## config.mk

```make
export PLATFORM = sky130hd
export DESIGN_NAME = spi_mem_slave_flat
export DESIGN_NICKNAME = d
export VERILOG_FILES = /design/src/rtl/spi_mem_pkg.sv /design/src/rtl/spi_mem_slave_if.sv /design/src/rtl/spi_sync_edge.sv /design/src/rtl/spi_mem_slave.sv /design/src/flat_wrapper.sv
export SDC_FILE = /design/constraint.sdc
export NUM_CORES = 2
export LEC_CHECK = 0
export ABC_AREA = 0
export BUFFER_PORTS_ARGS = -buffer_cell sky130_fd_sc_hd__buf_2
export CAP_MARGIN = 0
export CORE_MARGIN = 3
export CORE_UTILIZATION = 45
export CTS_CLUSTER_DIAMETER = 200
export DETAILED_ROUTE_END_ITERATION = 7
export PLACE_DENSITY = 0.61
export SETUP_SLACK_MARGIN = 0.15
export SYNTH_ARGS = -nofsm -noshare
export SYNTH_HDL_FRONTEND = slang
export SYNTH_SLANG_ARGS = --single-unit
```

## constraint.sdc

```tcl
create_clock -name clk_core_i -period 7.8 [get_ports clk_core_i]
set_input_delay 1.17 -clock clk_core_i [delete_from_list [all_inputs] [get_ports clk_core_i]]
set_output_delay 1.17 -clock clk_core_i [all_outputs]
set_load 0.01 [all_outputs]
```

## src/rtl/spi_mem_pkg.sv

```systemverilog
// -----------------------------------------------------------------------------
// spi_mem_pkg
//   Shared types and constants for the SPI memory slave.
//   - state_e       : transaction state of the slave FSM
//   - CMD_*_DEF     : default opcodes used by the core's SPI master
//   - SPI_CPOL/CPHA : SPI mode served by the slave (mode 0)
// -----------------------------------------------------------------------------
package spi_mem_pkg;

    typedef enum logic [2:0] {
        IDLE,
        CMD,
        ADDR_HI,
        ADDR_LO,
        DATA_RD,
        DATA_WR,
        IGNORE
    } state_e;

    localparam logic [7:0] CMD_READ_DEF  = 8'h03;
    localparam logic [7:0] CMD_WRITE_DEF = 8'h02;

    // Mode 0: clock idles low, data sampled on the rising edge and launched
    // on the falling edge.
    localparam bit SPI_CPOL = 1'b0;
    localparam bit SPI_CPHA = 1'b0;

endpackage

```

## src/rtl/spi_mem_slave_if.sv

```systemverilog
// -----------------------------------------------------------------------------
// spi_mem_slave_if
//   Bundles the SPI pins, the preload port and the status outputs of the
//   SPI memory slave.
//   SPI pins   : spi_sclk_i, spi_mosi_i, spi_cs_i (active-low), spi_miso_o
//   Preload    : init_we_i, init_addr_i[AW-1:0], init_data_i[7:0]
//   Status     : busy_o, cmd_err_o (pulse), wr_strobe_o (pulse)
//   Modports   : slave  - the memory slave
//                master - the core / environment driving the slave
// -----------------------------------------------------------------------------
interface spi_mem_slave_if #(
    parameter int DEPTH = 256
);
    localparam int AW = $clog2(DEPTH);

    logic          spi_sclk_i;
    logic          spi_mosi_i;
    logic          spi_cs_i;
    logic          spi_miso_o;
    logic          init_we_i;
    logic [AW-1:0] init_addr_i;
    logic [7:0]    init_data_i;
    logic          busy_o;
    logic          cmd_err_o;
    logic          wr_strobe_o;

    modport slave (
        input  spi_sclk_i, spi_mosi_i, spi_cs_i,
        input  init_we_i, init_addr_i, init_data_i,
        output spi_miso_o, busy_o, cmd_err_o, wr_strobe_o
    );

    modport master (
        output spi_sclk_i, spi_mosi_i, spi_cs_i,
        output init_we_i, init_addr_i, init_data_i,
        input  spi_miso_o, busy_o, cmd_err_o, wr_strobe_o
    );

endinterface

```

## src/rtl/spi_sync_edge.sv

```systemverilog
// -----------------------------------------------------------------------------
// spi_sync_edge
//   Two-flop synchronizer for an asynchronous SPI pin plus edge detection on
//   the synchronized level.
//   clk_core_i : system clock
//   rst_i      : synchronous active-high reset
//   din_i      : asynchronous input pin
//   dout_o     : synchronized level
//   rise_o     : one-cycle pulse, synchronized level went 0 -> 1
//   fall_o     : one-cycle pulse, synchronized level went 1 -> 0
// -----------------------------------------------------------------------------
module spi_sync_edge #(
    parameter bit RST_VAL = 1'b0
) (
    input  logic clk_core_i,
    input  logic rst_i,
    input  logic din_i,
    output logic dout_o,
    output logic rise_o,
    output logic fall_o
);

    logic meta;
    logic sync;
    logic prev;

    // NOTE: all three flops update together on one edge; non-blocking
    // assignments keep this a real 3-stage shift instead of collapsing it.
    always_ff @(posedge clk_core_i) begin
        if (rst_i) begin
            meta <= RST_VAL;
            sync <= RST_VAL;
            prev <= RST_VAL;
        end else begin
            meta <= din_i;
            sync <= meta;
            prev <= sync;
        end
    end

    assign dout_o = sync;
    assign rise_o = sync & ~prev;
    assign fall_o = ~sync & prev;

endmodule

```

## src/rtl/spi_mem_slave.sv

```systemverilog
// -----------------------------------------------------------------------------
// spi_mem_slave
//   SPI mode-0 memory slave emulating the core's external instruction/data
//   memory. Frame: command byte, 16-bit address, then an unbounded burst of
//   data bytes. Reads stream mem[addr], mem[addr+1], ...; writes commit one
//   byte per completed SPI byte. Addresses wrap modulo DEPTH.
//   clk_core_i : system clock, all logic on the rising edge
//   rst_i      : synchronous active-high reset
//   bus        : spi_mem_slave_if.slave (SPI pins, preload port, status)
// -----------------------------------------------------------------------------
module spi_mem_slave
    import spi_mem_pkg::*;
#(
    parameter int         DEPTH     = 256,
    parameter logic [7:0] CMD_READ  = CMD_READ_DEF,
    parameter logic [7:0] CMD_WRITE = CMD_WRITE_DEF
) (
    input  logic            clk_core_i,
    input  logic            rst_i,
    spi_mem_slave_if.slave  bus
);

    localparam int AW             = $clog2(DEPTH);
    localparam bit SAMPLE_ON_RISE = (SPI_CPOL == SPI_CPHA);

    typedef logic [AW-1:0] idx_t;

    // ------------------------------------------------------------------
    // Pin synchronization
    // ------------------------------------------------------------------
    logic sclk_sync, sclk_rise, sclk_fall;
    logic cs_sync, cs_rise, cs_fall;
    logic mosi_meta, mosi_sync;

    spi_sync_edge #(.RST_VAL(1'b0)) u_sclk_sync (
        .clk_core_i (clk_core_i),
        .rst_i      (rst_i),
        .din_i      (bus.spi_sclk_i),
        .dout_o     (sclk_sync),
        .rise_o     (sclk_rise),
        .fall_o     (sclk_fall)
    );

    // CS resets to the asserted level so that a CS already low when reset
    // releases produces no falling edge: a new frame needs CS high then low.
    spi_sync_edge #(.RST_VAL(1'b0)) u_cs_sync (
        .clk_core_i (clk_core_i),
        .rst_i      (rst_i),
        .din_i      (bus.spi_cs_i),
        .dout_o     (cs_sync),
        .rise_o     (cs_rise),
        .fall_o     (cs_fall)
    );

    // Same two-stage latency as sclk, so mosi_sync is aligned with sclk_rise.
    always_ff @(posedge clk_core_i) begin
        if (rst_i) begin
            mosi_meta <= 1'b0;
            mosi_sync <= 1'b0;
        end else begin
            mosi_meta <= bus.spi_mosi_i;
            mosi_sync <= mosi_meta;
        end
    end

    logic sample;
    logic launch;
    assign sample = SAMPLE_ON_RISE ? sclk_rise : sclk_fall;
    assign launch = SAMPLE_ON_RISE ? sclk_fall : sclk_rise;

    // ------------------------------------------------------------------
    // Datapath state
    // ------------------------------------------------------------------
    state_e      state;
    logic [2:0]  bit_cnt;
    logic [6:0]  rx_shift;
    logic [7:0]  rx_byte;
    logic        byte_done;
    logic [15:0] addr_q;
    logic [7:0]  tx_shift;
    logic        rd_flag;
    logic        rd_pending;   // a data-phase sample edge has been seen

    assign rx_byte   = {rx_shift, mosi_sync};
    assign byte_done = sample && (bit_cnt == 3'd7);

    // ------------------------------------------------------------------
    // Memory: one write port (SPI or preload), one asynchronous read port
    // ------------------------------------------------------------------
    logic [7:0] mem [DEPTH];
    idx_t       rd_idx;
    logic [7:0] rd_data;
    logic       spi_wr_en;
    logic       init_wr_en;

    // First data byte is read at the address being completed; later bytes
    // look one ahead of the current address.
    assign rd_idx     = (state == ADDR_LO) ? idx_t'({addr_q[15:8], rx_byte})
                                           : idx_t'(addr_q + 16'd1);
    assign rd_data    = mem[rd_idx];
    assign spi_wr_en  = (state == DATA_WR) && byte_done && !cs_rise;
    assign init_wr_en = bus.init_we_i && (state == IDLE);

    // NOTE: the array has no reset; program images survive rst_i and the
    // storage maps onto plain RAM.
    always_ff @(posedge clk_core_i) begin
        if (spi_wr_en) begin
            mem[idx_t'(addr_q)] <= rx_byte;
        end else if (init_wr_en) begin
            mem[idx_t'(bus.init_addr_i)] <= bus.init_data_i;
        end
    end

    // ------------------------------------------------------------------
    // Transaction FSM with registered outputs
    // ------------------------------------------------------------------
    always_ff @(posedge clk_core_i) begin
        if (rst_i) begin
            state           <= IDLE;
            bit_cnt         <= 3'd0;
            rx_shift        <= 7'd0;
            addr_q          <= 16'd0;
            tx_shift        <= 8'd0;
            rd_flag         <= 1'b0;
            rd_pending      <= 1'b0;
            bus.spi_miso_o  <= 1'b0;
            bus.busy_o      <= 1'b0;
            bus.cmd_err_o   <= 1'b0;
            bus.wr_strobe_o <= 1'b0;
        end else begin
            bus.cmd_err_o   <= 1'b0;
            bus.wr_strobe_o <= 1'b0;
            bus.busy_o      <= !cs_sync && (state != IDLE);

            if ((state != IDLE) && cs_rise) begin
                // Abort: any partial byte is dropped with no side effect.
                state          <= IDLE;
                bit_cnt        <= 3'd0;
                rd_pending     <= 1'b0;
                bus.spi_miso_o <= 1'b0;
            end else begin
                if ((state != IDLE) && sample) begin
                    rx_shift <= rx_byte[6:0];
                    bit_cnt  <= bit_cnt + 3'd1;
                end

                case (state)
                    IDLE: begin
                        if (cs_fall && (sclk_sync == SPI_CPOL)) begin
                            state   <= CMD;
                            bit_cnt <= 3'd0;
                        end
                    end

                    CMD: begin
                        if (byte_done) begin
                            if (rx_byte == CMD_READ) begin
                                rd_flag <= 1'b1;
                                state   <= ADDR_HI;
                            end else if (rx_byte == CMD_WRITE) begin
                                rd_flag <= 1'b0;
                                state   <= ADDR_HI;
                            end else begin
                                bus.cmd_err_o <= 1'b1;
                                state         <= IGNORE;
                            end
                        end
                    end

                    ADDR_HI: begin
                        if (byte_done) begin
                            addr_q[15:8] <= rx_byte;
                            state        <= ADDR_LO;
                        end
                    end

                    ADDR_LO: begin
                        if (byte_done) begin
                            addr_q[7:0] <= rx_byte;
                            if (rd_flag) begin
                                // Present bit 7 before the first data-phase
                                // sample edge.
                                tx_shift       <= rd_data;
                                bus.spi_miso_o <= rd_data[7];
                                rd_pending     <= 1'b0;
                                state          <= DATA_RD;
                            end else begin
                                state <= DATA_WR;
                            end
                        end
                    end

                    DATA_RD: begin
                        // The launch edge right after the last address bit
                        // must not shift; only launch edges that follow a
                        // data-phase sample do.
                        if (sample) begin
                            rd_pending <= 1'b1;
                        end else if (launch && rd_pending) begin
                            rd_pending <= 1'b0;
                            if (bit_cnt == 3'd0) begin
                                addr_q         <= addr_q + 16'd1;
                                tx_shift       <= rd_data;
                                bus.spi_miso_o <= rd_data[7];
                            end else begin
                                tx_shift       <= {tx_shift[6:0], 1'b0};
                                bus.spi_miso_o <= tx_shift[6];
                            end
                        end
                    end

                    DATA_WR: begin
                        if (byte_done) begin
                            bus.wr_strobe_o <= 1'b1;
                            addr_q          <= addr_q + 16'd1;
                        end
                    end

                    IGNORE: begin
                        bus.spi_miso_o <= 1'b0;
                    end

                    default: begin
                        state <= IDLE;
                    end
                endcase
            end
        end
    end

endmodule

```

## src/flat_wrapper.sv

```systemverilog
// flat-port wrapper written by rule: the top's interface ports become plain ports
module spi_mem_slave_flat import spi_mem_pkg::*;
#(
    parameter int         DEPTH     = 256,
    parameter logic [7:0] CMD_READ  = CMD_READ_DEF,
    parameter logic [7:0] CMD_WRITE = CMD_WRITE_DEF
)
  (clk_core_i, rst_i, bus_spi_sclk_i, bus_spi_mosi_i, bus_spi_cs_i, bus_init_we_i, bus_init_addr_i, bus_init_data_i, bus_spi_miso_o, bus_busy_o, bus_cmd_err_o, bus_wr_strobe_o);
  spi_mem_slave_if #(.DEPTH(DEPTH)) bus_i ();
  input  logic clk_core_i;
  input  logic rst_i;
  input wire logic [$bits(bus_i.spi_sclk_i)-1:0] bus_spi_sclk_i;
  input wire logic [$bits(bus_i.spi_mosi_i)-1:0] bus_spi_mosi_i;
  input wire logic [$bits(bus_i.spi_cs_i)-1:0] bus_spi_cs_i;
  input wire logic [$bits(bus_i.init_we_i)-1:0] bus_init_we_i;
  input wire logic [$bits(bus_i.init_addr_i)-1:0] bus_init_addr_i;
  input wire logic [$bits(bus_i.init_data_i)-1:0] bus_init_data_i;
  output wire logic [$bits(bus_i.spi_miso_o)-1:0] bus_spi_miso_o;
  output wire logic [$bits(bus_i.busy_o)-1:0] bus_busy_o;
  output wire logic [$bits(bus_i.cmd_err_o)-1:0] bus_cmd_err_o;
  output wire logic [$bits(bus_i.wr_strobe_o)-1:0] bus_wr_strobe_o;
  assign bus_i.spi_sclk_i = bus_spi_sclk_i;
  assign bus_i.spi_mosi_i = bus_spi_mosi_i;
  assign bus_i.spi_cs_i = bus_spi_cs_i;
  assign bus_i.init_we_i = bus_init_we_i;
  assign bus_i.init_addr_i = bus_init_addr_i;
  assign bus_i.init_data_i = bus_init_data_i;
  assign bus_spi_miso_o = bus_i.spi_miso_o;
  assign bus_busy_o = bus_i.busy_o;
  assign bus_cmd_err_o = bus_i.cmd_err_o;
  assign bus_wr_strobe_o = bus_i.wr_strobe_o;
  spi_mem_slave #(.DEPTH(DEPTH), .CMD_READ(CMD_READ), .CMD_WRITE(CMD_WRITE)) u_core (.clk_core_i(clk_core_i), .rst_i(rst_i), .bus(bus_i));
endmodule
```

==> impl_metrics.csv <==
group,metric,value,unit
outcome,outcome,"finished clean",
timing,slew-limit-headroom,0.03336,
power,switching_power,4.790,mW
floorplanning,fp.dieW,437.4,um
logic_synthesis,synth-seq-area-share,0.7446,
cts,tritoncts.num_buffers,212,
logic_synthesis,async_flop_share,0,
min_path,holdCritPathClass,"reg -> reg",
detailed_routing,routed-via-count,53841,
floorplanning,row_count,157,
cells_and_area,fin_cells,8842,
min_path,min_to,"u_core.mosi_sync",
setup_path,cp.arrival,6.20,ns
power,ir_drop,263.2,uV
cts,clk_latency,0.87,ns
timing,setup-violations-final,0,
setup_path,worstReg2RegEnd,"u_core.bus.spi_miso_o",
cts,post_cts_resized,0,
floorplanning,core_area,184100,um^2
detailed_routing,routed_wl,254200,um
logic_synthesis,synth_edf_count,2048,
cts,postCtsHoldBufs,0,
logic_synthesis,yosysUniqueCellTypes,78,
detailed_routing,vias_per_cell,6.089,
cells_and_area,fin_nets,6221,
floorplanning,ios,26,
setup_path,worst_r2r_path_depth,12,
cells_and_area,final_core_util,0.5050,
timing,fin_crit_sh,0.6916,
power,switching_share,0.2112,
timing,hold_violations,0,
timing,final_max_slew_viol_count,0,
setup_path,path_class,"reg -> reg",
setup_path,cp_max_fo,129,
grt,grt_pass1_vias,50595,
cts,cts_sinks,2090,
cts,path_clk_slew,0.06,ns
placed_design,dp.cells,8445,
grt,grt_pass1_wl,365300,um
setup_path,reg2reg_from,"u_core.state[0]",
cts,cts_root_buffer,"clkbuf_16",
timing,rsz0062_at_grt,"false",
logic_synthesis,ys_warn_count,0,
grt,grt-ovfl-total,0,
logic_synthesis,ys.flop_type,"edfxtp_1",
cells_and_area,fill_cells,15467,
flow_run,drv_cap,0,
min_path,worstHoldStart,"u_core.mosi_meta",
logic_synthesis,postSynthNetCount,6282,
logic_synthesis,netlist_instances,6256,
floorplanning,die_h,437.4,um
cells_and_area,layout-drive-gt1-share,0.07878,
detailed_routing,drtIter0Drc,7838,
placed_design,portBuffers,25,
logic_synthesis,syn_area_per_cell,13.38,um^2
setup_path,startpoint,"u_core.state[0]",
power,pwr-share-comb,0.023,
grt,grt_max_degree,181,
placed_design,hpwlAfterDp,149700,um
detailed_routing,ant_nets,0,
timing,fin_tns_setup,0,ns
power,p_per_area,244.0,nW/um^2
min_path,min_path_cells,1,
timing,tightest_slew,1.413,ns
placed_design,dpl_worst_slack,2.657,ns
floorplanning,initial_core_util,0.4549,
logic_synthesis,netlist_area,83730,um^2
cts,cts_tree,"yes",
cts,htree_levels,4,
timing,holdWs,0.4490,ns
setup_path,crit_required,8.61,ns
setup_path,end_kind,"flip-flop",
cts,cts_buffer_depth,3,
power,power.share.clock,0.429,
detailed_routing,drc,0,
placed_design,gp_congestion,0.9125,
power,power.share.sequential,0.548,
logic_synthesis,synth-seq-cells,2090,
grt,grt_use_total,0.2612,
power,p_int,17.89,mW
detailed_routing,firstDrtPassIters,6,
cells_and_area,area_growth,11.02,%
timing,fin_worst_skew,0.03881,ns
setup_path,setup.worst_path.start_class,"flip-flop",
power,p_leak,29.73,nW
timing,max_freq,185.4,MHz
cts,cts_setup_buffers,0,
floorplanning,die_area,191300,um^2
setup_path,r2r_slack,2.41,ns
detailed_routing,wl_per_cell,28.75,um
timing,setup_ws,2.405,ns
timing,fin_crit,5.395,ns
grt,grt_antenna_before_repair,19,
-- area by class of cell --
class | instances | area, um^2 | share of cell area
Sequential cell | 2090 | 62340 | 0.6707
Multi-Input combinational cell | 3724 | 19650 | 0.2114
Clock buffer | 261 | 5489 | 0.05905
Tap cell | 2464 | 3083 | 0.03317
Timing Repair Buffer | 149 | 1254 | 0.01349
Clock inverter | 130 | 1056 | 0.01136
Inverter | 18 | 67.56 | 0.0007269
Antenna cell | 6 | 15.01 | 0.0001615
-- routing by layer --
layer / track usage / routed length (um) / vias to the layer above
li1: - / - / 23271
met1: 0.3643 / 101200 / 27011
met2: 0.3886 / 112800 / 2964
met3: 0.06123 / 27100 / 575
met4: 0.1232 / 12980 / 20
met5: 0 / 140 / -
-- how the worst max path moves through the flow --
stage / end
2_1_floorplan: u_core.mem[0][0]
3_3_place_gp: u_core.tx_shift[1]
3_5_place_dp: u_core.bus.spi_miso_o
4_1_cts: u_core.bus.spi_miso_o
5_1_grt: u_core.bus.spi_miso_o
6_report: u_core.bus.spi_miso_o
-- worst max-delay path, stage by stage, from the launching register on --
cell and delay (ns):
dfxtp_1 0.64, nand3b_2 0.11, buf_4 0.30, a21oi_4 0.24, buf_12 0.59, buf_4 0.81, mux2i_1 0.17, a32oi_1 0.20
a21boi_0 0.14, a2111oi_0 0.68, nand2_1 0.27, a221oi_1 0.80, o41a_1 0.21
-- kinds of logic after synthesis --
logic type,after synthesis,synth area share
compound gates,758,0.06359
xor+xnor,5,0.0005231
fa+ha+maj,4,0.0005978
buf+inv,442,0.02443
flops,2090,0.7446
mux,210,0.02639
simple gates,2747,0.1399
-- cells in the mapped netlist, drive strengths merged, types with 11 or more instances --
| cell type | count | area [um^2] |
|---|---|---|
| nor3 | 29 | 150.1 |
| a21oi | 204 | 1036 |
| nand3b | 17 | 131.4 |
| clkbuf | 115 | 431.7 |
| nor2 | 324 | 1234 |
| nor4 | 22 | 137.6 |
| o31ai | 15 | 126.4 |
| a32oi | 113 | 989.7 |
| o21ai | 25 | 125.1 |
| nand3 | 602 | 3013 |
| dfxtp | 42 | 840.8 |
| nand4 | 79 | 494.2 |
| edfxtp | 2048 | 61500 |
| nand2 | 1582 | 5938 |
| nor2b | 25 | 156.4 |
| o2111ai | 29 | 254.0 |
| a2111oi | 25 | 219.0 |
| a31o | 11 | 96.34 |
| mux2i | 199 | 1996 |
| and3 | 29 | 181.4 |
| buf | 309 | 1546 |
| a311oi | 20 | 175.2 |
| a31oi | 116 | 725.7 |
| a22oi | 98 | 735.7 |
| inv | 18 | 67.56 |
| a221oi | 22 | 192.7 |
| a211oi | 24 | 180.2 |
-- power groups by stage --
stage	combinational [mW]	clock (mW)	sequential, mW
finish	0.515	9.73	12.4
global route	0.545	10.3	12.4
floorplan	0.241	0	12.7
CTS	0.511	9.81	12.4
detailed placement	0.511	0	12.7
global placement	0.498	0	12.7
-- registers in the layout (all words and copies together) (netlist names) --
signal,cells
u_core.mosi_sync,1
u_core.mem,2048
u_core.bus.busy_o,1
u_core.bus.wr_strobe_o,1
u_core.bus.cmd_err_o,1
u_core.u_cs_sync.meta,1
u_core.state,3
u_core.bus.spi_miso_o,1
u_core.rd_pending,1
u_core.u_sclk_sync.meta,1
u_core.u_cs_sync.prev,1
u_core.rd_flag,1
u_core.u_sclk_sync.dout_o,1
u_core.mosi_meta,1
u_core.u_sclk_sync.prev,1
u_core.rx_shift,7
u_core.addr_q,8
u_core.u_cs_sync.dout_o,1
u_core.bit_cnt,3
u_core.tx_shift,7
-- layout by cell type (no fill, tap or decap), types with 16 or more instances in the layout --
cell,synthesis,layout
a2111oi_0,25,25
a211oi_1,24,24
a21oi_1,202,201
a221oi_1,22,22
a22oi_1,98,98
a311oi_1,20,19
a31oi_1,116,115
a32oi_1,113,113
and3_1,29,29
buf_12,0,16
buf_2,252,26
buf_4,11,107
clkbuf_1,115,49
clkbuf_16,0,212
clkinv_1,0,61
clkinv_2,0,38
dfxtp_1,42,42
edfxtp_1,2048,2048
inv_1,18,18
mux2i_1,198,197
nand2_1,1582,1574
nand3_1,602,601
nand3b_1,16,16
nand4_1,79,79
nor2_1,321,307
nor2b_1,25,25
nor3_1,28,27
nor4_1,22,17
o2111ai_1,29,29
o21ai_0,24,22
-- stage by stage --
| step | power (mW) | cell area (um^2) |
|---|---|---|
| after detailed placement | 13.18 | 86390 |
| final | 22.68 | 92950 |
| after floorplan | 12.99 | 83730 |
| after global routing | 23.26 | 92940 |
| after CTS | 22.75 | 92940 |
| after global placement | 13.17 | 86330 |
No activity file was read; power rests on OpenSTA's default activity.
